### src/rtl/axi_lite_bram_ctrl.sv
// AXI4-Lite slave bridging single-beat reads/writes onto a native single-port BRAM.
// Write address and data are held independently; reads and writes alternate priority.
module axi_lite_bram_ctrl #(
    parameter int MEM_DATA_WIDTH  = 32,
    parameter int BRAM_ADDR_WIDTH = 7,
    parameter int AXI_ADDR_WIDTH  = 32
) (
    input  logic                          clka,
    input  logic                          rstn,
    input  logic [AXI_ADDR_WIDTH-1:0]     s_axi_awaddr,
    input  logic                          s_axi_awvalid,
    output logic                          s_axi_awready,
    input  logic [MEM_DATA_WIDTH-1:0]     s_axi_wdata,
    input  logic [MEM_DATA_WIDTH/8-1:0]   s_axi_wstrb,
    input  logic                          s_axi_wvalid,
    output logic                          s_axi_wready,
    output logic [1:0]                    s_axi_bresp,
    output logic                          s_axi_bvalid,
    input  logic                          s_axi_bready,
    input  logic [AXI_ADDR_WIDTH-1:0]     s_axi_araddr,
    input  logic                          s_axi_arvalid,
    output logic                          s_axi_arready,
    output logic [MEM_DATA_WIDTH-1:0]     s_axi_rdata,
    output logic [1:0]                    s_axi_rresp,
    output logic                          s_axi_rvalid,
    input  logic                          s_axi_rready,
    output logic [BRAM_ADDR_WIDTH-1:0]    bram_addra,
    output logic                          bram_ena,
    output logic [MEM_DATA_WIDTH/8-1:0]   bram_wea,
    output logic [MEM_DATA_WIDTH-1:0]     bram_dina,
    input  logic [MEM_DATA_WIDTH-1:0]     bram_douta
);

    localparam int         STRB_WIDTH  = MEM_DATA_WIDTH / 8;
    localparam logic [1:0] RESP_OKAY   = 2'b00;
    localparam logic [1:0] RESP_DECERR = 2'b11;

    typedef enum logic [1:0] {IDLE, RD_ACCESS, RD_RESP, WR_RESP} state_t;

    state_t                        state_reg;
    logic                          active_reg;
    logic                          aw_held_reg;
    logic                          w_held_reg;
    logic                          last_was_read_reg;
    logic                          decerr_reg;
    logic [AXI_ADDR_WIDTH-1:0]     awaddr_reg;
    logic [MEM_DATA_WIDTH-1:0]     wdata_reg;
    logic [STRB_WIDTH-1:0]         wstrb_reg;
    logic [MEM_DATA_WIDTH-1:0]     rdata_reg;
    logic [1:0]                    rresp_reg;
    logic                          rvalid_reg;
    logic [1:0]                    bresp_reg;
    logic                          bvalid_reg;

    logic aw_hs;
    logic w_hs;
    logic rd_hs;
    logic grant_wr;
    logic rd_in_range;
    logic wr_in_range;
    logic rd_access;
    logic wr_access;

    // active_reg keeps every ready low until the first clock after reset release.
    assign s_axi_awready = active_reg & ~aw_held_reg;
    assign s_axi_wready  = active_reg & ~w_held_reg;
    assign aw_hs         = s_axi_awvalid & s_axi_awready;
    assign w_hs          = s_axi_wvalid & s_axi_wready;

    // A write competes only once both halves are already registered.
    assign grant_wr      = (state_reg == IDLE) & aw_held_reg & w_held_reg &
                           (~s_axi_arvalid | last_was_read_reg);
    assign s_axi_arready = active_reg & (state_reg == IDLE) & ~grant_wr;
    assign rd_hs         = s_axi_arvalid & s_axi_arready;

    assign rd_in_range   = (s_axi_araddr >> BRAM_ADDR_WIDTH) == '0;
    assign wr_in_range   = (awaddr_reg >> BRAM_ADDR_WIDTH) == '0;
    assign rd_access     = rd_hs & rd_in_range;
    assign wr_access     = grant_wr & wr_in_range;

    assign bram_ena   = rd_access | wr_access;
    assign bram_addra = grant_wr ? awaddr_reg[BRAM_ADDR_WIDTH-1:0]
                                 : s_axi_araddr[BRAM_ADDR_WIDTH-1:0];
    assign bram_dina  = wdata_reg;

    genvar gi;
    generate
        for (gi = 0; gi < STRB_WIDTH; gi++) begin : g_wea
            assign bram_wea[gi] = wr_access & wstrb_reg[gi];
        end
    endgenerate

    assign s_axi_rdata  = rdata_reg;
    assign s_axi_rresp  = rresp_reg;
    assign s_axi_rvalid = rvalid_reg;
    assign s_axi_bresp  = bresp_reg;
    assign s_axi_bvalid = bvalid_reg;

    always_ff @(posedge clka or negedge rstn) begin
        if (!rstn) begin
            state_reg         <= IDLE;
            active_reg        <= 1'b0;
            aw_held_reg       <= 1'b0;
            w_held_reg        <= 1'b0;
            last_was_read_reg <= 1'b0;
            decerr_reg        <= 1'b0;
            awaddr_reg        <= '0;
            wdata_reg         <= '0;
            wstrb_reg         <= '0;
            rdata_reg         <= '0;
            rresp_reg         <= RESP_OKAY;
            rvalid_reg        <= 1'b0;
            bresp_reg         <= RESP_OKAY;
            bvalid_reg        <= 1'b0;
        end else begin
            active_reg <= 1'b1;
            if (aw_hs) begin
                aw_held_reg <= 1'b1;
                awaddr_reg  <= s_axi_awaddr;
            end
            if (w_hs) begin
                w_held_reg <= 1'b1;
                wdata_reg  <= s_axi_wdata;
                wstrb_reg  <= s_axi_wstrb;
            end
            case (state_reg)
                IDLE: begin
                    if (grant_wr) begin
                        aw_held_reg       <= 1'b0;
                        w_held_reg        <= 1'b0;
                        last_was_read_reg <= 1'b0;
                        bresp_reg         <= wr_in_range ? RESP_OKAY : RESP_DECERR;
                        bvalid_reg        <= 1'b1;
                        state_reg         <= WR_RESP;
                    end else if (rd_hs) begin
                        decerr_reg        <= ~rd_in_range;
                        last_was_read_reg <= 1'b1;
                        state_reg         <= RD_ACCESS;
                    end
                end
                RD_ACCESS: begin
                    rdata_reg  <= decerr_reg ? '0 : bram_douta;
                    rresp_reg  <= decerr_reg ? RESP_DECERR : RESP_OKAY;
                    rvalid_reg <= 1'b1;
                    state_reg  <= RD_RESP;
                end
                RD_RESP: begin
                    if (s_axi_rready) begin
                        rvalid_reg <= 1'b0;
                        state_reg  <= IDLE;
                    end
                end
                WR_RESP: begin
                    if (s_axi_bready) begin
                        bvalid_reg <= 1'b0;
                        state_reg  <= IDLE;
                    end
                end
                default: state_reg <= IDLE;
            endcase
        end
    end

endmodule

### config.mk
export PLATFORM = sky130hd
export DESIGN_NAME = axi_lite_bram_ctrl
export DESIGN_NICKNAME = d
export VERILOG_FILES = /design/src/rtl/axi_lite_bram_ctrl.sv
export SDC_FILE = /design/constraint.sdc
export NUM_CORES = 1
export LEC_CHECK = 0
export BUFFER_PORTS_ARGS = -buffer_cell sky130_fd_sc_hd__buf_2
export CORE_MARGIN = 2
export CORE_UTILIZATION = 49
export DETAILED_ROUTE_END_ITERATION = 12
export GPL_TIMING_DRIVEN = 0
export HOLD_SLACK_MARGIN = 0.1
export PLACE_DENSITY = 0.95
export SYNTH_ARGS = -nofsm -noshare
export SYNTH_HDL_FRONTEND = slang
export SYNTH_SLANG_ARGS = --single-unit
### constraint.sdc
create_clock -name clka -period 2.9 [get_ports clka]
set_clock_uncertainty 0.05 [all_clocks]
set_input_delay 0.58 -clock clka [delete_from_list [all_inputs] [get_ports clka]]
set_output_delay 0.58 -clock clka [all_outputs]
set_load 0.03 [all_outputs]
After elaboration in Yosys (flattened, before gate mapping)
Cells that the tools add are included.
Word-level totals
  register bits after elaboration: 113
  output and inout port bits: 85
  logic and storage cells: 78
Operators by class
  eq/ne operators: 7
  multiplexer cells: 22
  bitwise logic cells: 23
  reductions and logical operators: 12
Operators with widths (count)
  32-bit logical NOT: 2
  32-bit 2-to-1 mux: 1
  1-bit AND: 16
  2-bit 2-to-1 mux: 6
  1-bit 2-to-1 mux: 11
  3-bit AND reduction: 3
  2-bit one-hot mux with 4 select lines: 1
  7-bit 2-to-1 mux: 1
  2-bit inequality test, second input constant: 3
  2-bit AND reduction: 3
  2-bit nonzero test: 3
  1-bit NOT: 5
  2-bit == test, second input constant: 2
  1-bit one-hot mux with 2 select lines: 2
  3-bit inequality test, second input constant: 1
  2-bit by 1-bit == test with 1-bit output, second input constant: 1
  2-bit logical NOT: 1
  1-bit OR: 2

Logic depth before layout (Yosys ltp)
Gate-level depths: netlist (run 1).
  word-level depth: 10
  depth in mapped cells: 7

Least setup slack after synthesis (run 1)
Ideal clock, no wire load.
  kind: input port to output port
  from: input port s_axi_arvalid
  to: output port bram_wea[0]
  arrival: 1.742 ns
  data required time: 2.270 ns
  slack: 0.528 ns
  stages on the path: 4
  path through: a2111o_1 -> buf_6 -> nor4_4 -> and2_1
Between the ends
  longest elaborated chain between the ends: 5
Ends and longest elaborated chain
  start, declared: line 21  | input logic s_axi_arvalid,
  1-bit NOT: line 72  | (~s_axi_arvalid | last_was_read_reg);
  1-bit OR: line 72
  1-bit AND: line 71  | assign grant_wr = (state_reg == IDLE) & aw_held_reg & w_held_reg &
  1-bit AND: line 79  | assign wr_access = grant_wr & wr_in_range;
  1-bit AND: line 89  | assign bram_wea[gi] = wr_access & wstrb_reg[gi];
  end, declared: line 29  | output logic [MEM_DATA_WIDTH/8-1:0] bram_wea,
No other way between the ends.

Worst setup path after layout (run 1)
  from: register state_reg[0]
  to: output port bram_wea[1]
Between the ends
  longest elaborated chain between the ends: 6
Ends and longest elaborated chain
  start, declared: line 40  | state_t state_reg;
  start signal, assigned: line 101  | state_reg <= IDLE;
  start signal, assigned: line 134  | state_reg <= WR_RESP;
  start signal, assigned: line 138  | state_reg <= RD_ACCESS;
  2-bit logical NOT: line 71
  1-bit AND (3 in a row): line 71
  1-bit AND: line 79
  1-bit AND: line 89
No other way between the ends.

==> results of run 1 <==
[critical path, stage by stage, from the launching register on]
cell      delay [ps]
dfrtp_1          370
clkbuf_1         180
a2111o_1         330
buf_6            160
nor4_4           200
buf_4            180
and2_1           140
clkbuf_4         190
[logic make-up (layout without fill, tap and decap cells)]
family          after synthesis  in the layout  share of synthesized area [%]
compound gates               48             48                           5.72
mux                          75             75                           18.8
flops                       111            111                           61.9
other cells                   1              1                         0.0836
simple gates                108            108                           10.8
buf+inv                      25            265                           2.62
[cells in the mapped netlist]
master / n / area [um2]
o21ai_0: 37 / 185
buf_2: 7 / 35.0
a21oi_1: 7 / 35.0
inv_1: 3 / 11.3
or3_1: 2 / 12.5
or2_2: 1 / 6.26
and2b_1: 1 / 7.51
nor4_1: 11 / 68.8
conb_1: 1 / 3.75
nand2_2: 1 / 6.26
nand2_1: 76 / 285
clkinv_1: 1 / 3.75
and2b_2: 1 / 8.76
o2111ai_1: 1 / 8.76
nor2_1: 8 / 30.0
nor4_4: 1 / 21.3
o211ai_1: 1 / 7.51
a2111oi_0: 1 / 8.76
dfrtp_1: 111 / 2780
buf_6: 1 / 11.3
mux2_2: 75 / 845
buf_4: 2 / 15.0
clkbuf_1: 11 / 41.3
nand4_1: 2 / 12.5
a2111o_1: 1 / 11.3
and2_1: 4 / 25.0
[stage by stage]
stage          setup WS (ps)  hold WS, ps  cells  instance area [um2]  power, W
3_3_place_gp            70.6          407    699                 5740   0.00434
2_1_floorplan            528          234    368                 4480   0.00378
4_1_cts                 35.2          224    716                 5940   0.00530
3_5_place_dp             155          416    700                 5770   0.00447
5_1_grt                 1.56          257    716                 5950   0.00553
6_report                 159          209    716                 5950   0.00525
[layout make-up]
| cell class | instances | area (um2) | share of cell area [%] |
|---|---|---|---|
| flip-flops and latches | 111 | 2780 | 46.7 |
| multi-input cells | 232 | 1600 | 26.8 |
| repair buffers | 225 | 1160 | 19.4 |
| well taps | 108 | 135 | 2.27 |
| clock buffers | 10 | 128 | 2.15 |
| plain buffers | 20 | 98.8 | 1.66 |
| clock inverters | 6 | 43.8 | 0.736 |
| inverters | 4 | 15.0 | 0.252 |
[power groups by stage]
| stage | Combinational [W] | Clock, W | Sequential (W) |
|---|---|---|---|
| detailed placement | 0.00207 | 0 | 0.00240 |
| finish | 0.00204 | 0.000824 | 0.00238 |
| global placement | 0.00199 | 0 | 0.00235 |
| global route | 0.00218 | 0.000903 | 0.00245 |
| CTS | 0.00208 | 0.000854 | 0.00237 |
| floorplan | 0.000927 | 0 | 0.00285 |
[path summary, 6_finish.rpt]
kind	from	to	slack (ps)	depth (start not counted)
worst max-delay path	state_reg[0]	bram_wea[1]	160	7
worst min-delay path	rstn	awaddr_reg[9]	210	1
worst max register to register	active_reg	bram_dina[2]	1110	4
worst min register to register	s_axi_rdata[31]	s_axi_rdata[31]	440	2
max in group asynchronous	rstn	bram_dina[23]	1870	2
min in group clka	s_axi_awaddr[6]	awaddr_reg[6]	400	2
[what timing repair did]
| item | CTS | global route |
|---|---|---|
| hold endpoints to repair | 0 | 0 |
| pin swaps | 1 | 1 |
| endpoints found under the setup margin | 5 | 5 |
| gates resized for setup | 0 | 2 |
| setup buffers | 0 | 1 |
[layer usage]
metal	GRT usage, %	up-vias	wire length, um
met3	7.24	21	912
met2	40.5	151	5840
met4	7.69	0	209
met5	0	-	0
met1	26.6	1731	4180
li1	-	1718	-
==> summary.md, run 1 <==
| Metric | Value |
|---|---|
| Status | `finished, final reports clean` |
| Pre-antenna DRT Iters | `4` |
| Register area share after synthesis | `61.9%` |
| Arrival time worst endpoint | `between 2000 and 2500 ps` |
| Leakage | `3.00 nW` |
| Startpoint class of the critical path | `register` |
| Hold Fails Final Rpt | `0` |
| HPWL after DPL | `8840 um` |
| Port Buffers | `223` |
| Slew headroom | `36.2%` |
| H-Tree Depth | `3` |
| Die width | `99.7 um` |
| Via density | `between 5 and 6` |
| Power Dens Cells | `882 mW/mm2` |
| Net count after synthesis | `507` |
| Minimum clock period | `2740 ps` |
| ANT cells | `0` |
| CTS tree | `done` |
| DIE AREA | `just under 0.01 mm2` |
| Cell variety after synth | `26` |
| Die height | `about 100 um` |
| Seq cells post-synth | `approximately 110` |
| Layout cells sized above 1 | `54.3%` |
| Root buf cell | `clkbuf_8` |
| Hold buffer count at CTS | `0` |
| Crit end category | `output port` |
| Sequential power share | `a little under half` |
| Commonest non-fill, non-tap cells in the layout | `buf_2 (228), dfrtp_1 (111), nand2_1 (76), mux2_2 (75), o21ai_0 (37)` |
| P_sw | `0.00202 W` |
| Largest net degree at the start of global routing | `58` |
| Mapped cell area | `0.00448 mm2` |
| Via count | `3,621` |
| Clock latency on the worst-skew pair | `360 ps` |
| Clock Sinks | `~110` |
| Clock share of power | `15.7%` |
| Synth warnings | `0` |
| Int Power | `0.00322 W` |
| Setup TNS | `0 ps` |
| Residual DRC | `0` |
| GP Congestion | `0.846` |
| Hold Crit Class | `in2async` |
| Synth Instances | `368` |
| Deepest clock path buffer count | `2` |
| Area grow syn2layout | `32.7%` |
| Aggregate global-route resource usage | `23.0%` |
| MaxCap Viol Count | `0` |
| Unrepaired setup endpoints after global routing | `false` |
| Initial Utilization | `just over 50%` |
| VDD IR max | `0.546 mV` |
| Worst Tran Pin Value | `a little over 900 ps` |
| Commonest non-fill, non-tap cell in the layout | `buf_2` |
| Final ANT Viol Nets | `0` |
| Final net count | `742` |
| Routed wire per std cell | `15.6 um` |
| Cts bufs inserted | `9` |
| Kind of critical path | `reg2out` |
| Vias in the first global route | `3,825` |
| Total grt overflow | `0` |
| Core Rows | `34` |
| Top Ports | `between 200 and 250` |
| # setup viols final | `0` |
| Required @ worst endpoint | `around 2300 ps` |
| Max Fclk | `0.365 GHz` |
| Core Util, Final | `67.6%` |
| Filler cell count | `633` |
| Combinational Power Share | `38.9%` |
| Clk pin slew, worst setup/hold paths | `roughly 100 ps` |
| CORE AREA | `0.00881 mm2` |
| Initial antenna violation count | `0` |
| Final Max Tran Viols | `0` |
| Drt total wl | `about 11,000 um` |
| Detailed router's first-iteration violation count | `135` |
| CP max FO | `9` |
| Mapped Avg Cell Area | `approximately 12 um2` |
| Period utilization | `between 90% and 100%` |
| Sw Ratio | `around two fifths` |
| Global-route wire length before repair | `approximately 18,000 um` |
No activity file was read; power rests on OpenSTA's default activity.
==> run 2, diff against run 1 <==
Settings changed: ABC_AREA set to 1, CORE_UTILIZATION 49 to 50.
==> summary.md, run 2 <==
| Metric | Value |
|---|---|
| Status | `finished, final reports clean` |
| Post-synth EDFFs | `0` |
| Initial Utilization | `around half` |
| Vias in the first global route | `4,008` |
| Slew headroom | `57.1%` |
| Port Buffers | `223` |
| Minimum clock period | `2400 ps` |
| Arrival time worst endpoint | `1770 ps` |
| # setup viols final | `0` |
| Drt total wl | `11,500 um` |
| Synth Instances | `523` |
| Seq cells post-synth | `111` |
| Routed wire per std cell | `~13 um` |
| Clock latency on the worst-skew pair | `approximately 360 ps` |
| Max Fclk | `0.417 GHz` |
| Commonest non-fill, non-tap cells in the layout | `nand2_1 (240), buf_2 (233), dfrtp_1 (111), nor2_1 (42), a22o_1 (32)` |
| H-Tree Depth | `3` |
| ANT cells | `0` |
| CORE AREA | `0.00911 mm2` |
| Clk pin slew, worst setup/hold paths | `100 ps` |
| Cts bufs inserted | `9` |
| Fin cells | `874` |
| Post-synth ARST share | `100%` |
| Sequential power share | `45.2%` |
| Clock share of power | `16.6%` |
| Via density | `4.81` |
| Int Power | `around 0.003 W` |
| Clock Sinks | `about 110` |
| Placed insts | `858` |
| VDD IR max | `0.561 mV` |
| Net count after synthesis | `662` |
| Period utilization | `roughly 83%` |
| Predominant post-synthesis flop cell | `dfrtp_1` |
| Cell variety after synth | `27` |
| Final net count | `897` |
| # resized after CTS | `0` |
| CTS tree | `done` |
| Area grow syn2layout | `31.6%` |
| Final ANT Viol Nets | `0` |
| MaxCap Viol Count | `0` |
| Mapped Avg Cell Area | `8.85 um2` |
| Mapped cell area | `0.00463 mm2` |
| Pre-antenna DRT Iters | `4` |
| Crit end category | `output port` |
| Total power | `0.00515 W` |
| Unrepaired setup endpoints after global routing | `false` |
| Synth top area share | `60.0%` |
| Hold Fails Final Rpt | `0` |
| Filler cell count | `785` |
| Deepest clock path buffer count | `2` |
| Setup bufs post-CTS | `0` |
| P_sw | `approximately 0.0022 W` |
| Initial antenna violation count | `0` |
| CP max FO | `10` |
| Startpoint class of the critical path | `register` |
| Total grt overflow | `0` |
| Synth warnings | `0` |
| Critical Path Source | `state_reg[0]` |
| Via count | `4,203` |
| Die height | `100 um` |
| Residual DRC | `0` |
| Core Rows | `35` |
| Dominant cells by area after synthesis | `dfrtp_1 (60%), nand2_1 (19%), a22o_1 (6.1%)` |
| Power Dens Cells | `846 mW/mm2` |
| Hold buffer count at CTS | `0` |
| Detailed router's first-iteration violation count | `109` |
| Register area share after synthesis | `60.0%` |
| Required @ worst endpoint | `2270 ps` |
| Commonest non-fill, non-tap cell in the layout | `nand2_1` |
| Die width | `approximately 100 um` |
| Dominant cell type by area after synthesis | `dfrtp_1` |
| Final Max Tran Viols | `0` |
| GP Congestion | `just over 0.8` |
| Global-route wire length before repair | `18,700 um` |
| Largest net degree at the start of global routing | `64` |
| DIE AREA | `0.0100 mm2` |
| Sw Ratio | `41.8%` |
| Worst Tran Pin Value | `643 ps` |
| Aggregate global-route resource usage | `between 20% and 30%` |
| Top Ports | `224` |
| Root buf cell | `clkbuf_8` |
| Hold Crit Class | `in2async` |
| Hold slack | `181 ps` |
| Reg2reg start | `aw_held_reg` |
| Kind of critical path | `reg2out` |
| Layout cells sized above 1 | `a little over a third` |
| Combinational Power Share | `38.1%` |
| Top-count cell post-synth | `nand2_1` |
| Post-synth top cells | `nand2_1 (240), dfrtp_1 (111), nor2_1 (42), a22o_1 (32), inv_1 (25)` |
| Leakage | `3.59 nW` |
| HPWL after DPL | `8830 um` |
## run 2: power groups by stage
stage	Combinational [W]	Sequential (W)	Clock, W
after floorplan	0.000877	0.00279	0
after global placement	0.00191	0.00233	0
after detailed placement	0.00198	0.00235	0
after CTS	0.00199	0.00233	0.000879
after global routing	0.00219	0.00239	0.000952
final	0.00197	0.00233	0.000857
## run 2: stage by stage
| step | utilization (%) | instance area, um2 | setup slack, ps | TNS, ps |
|---|---|---|---|---|
| floorplan | - | 4630 | 824 | 0 |
| global placement | 64.6 | 5880 | -15.9 | -1030 |
| detailed placement | 64.9 | 5910 | 656 | 0 |
| CTS | 66.9 | 6090 | 469 | 0 |
| global route | 66.9 | 6090 | 329 | 0 |
| finish | 66.9 | 6090 | 503 | 0 |
## run 2: kinds of logic after synthesis
kind of cell           count (synthesis)  synth area share [%]
AOI/OAI and AO/OA                     46                  7.70
buffers and inverters                 56                  5.41
DFF                                  111                  60.0
other                                  1                0.0810
and+or+nand+nor                      309                  26.8
## run 2: path summary, 6_finish.rpt
| kind | endpoint | slack (ps) | cells past startpoint |
|---|---|---|---|
| setup / recovery | bram_wea[1] | 500 | 7 |
| hold / removal | s_axi_rdata[26] | 180 | 1 |
| setup reg to reg | state_reg[1] | 1510 | 7 |
| hold reg to reg | awaddr_reg[7] | 430 | 2 |
| max in group asynchronous | bram_dina[10] | 1900 | 2 |
| min in group clka | awaddr_reg[23] | 350 | 3 |
## run 2: final cells by class
cell class	instances	area [um2]	share of cell area, %
Sequential cell	111	2780	45.6
Multi-Input combinational cell	356	1600	26.3
Timing Repair Buffer	224	1150	18.8
Tap cell	111	139	2.28
Clock buffer	10	128	2.09
Buffer	23	126	2.07
Inverter	33	124	2.03
Clock inverter	6	52.6	0.862
## run 2: routing by layer
| metal | up-vias | GRT usage, % | routed length (um) |
|---|---|---|---|
| met5 | - | 0 | 0 |
| met4 | 0 | 4.11 | 38 |
| met3 | 4 | 5.57 | 796 |
| met2 | 143 | 41.5 | 5870 |
| met1 | 1959 | 29.4 | 4840 |
| li1 | 2097 | - | - |
## run 2: critical path, stage by stage (launching register included)
cell and delay (ps):
dfrtp_1 410, inv_2 110, nand2_1 90, nor2_2 150, buf_6 170, nand3_4 130
nor3_2 140, buf_2 220
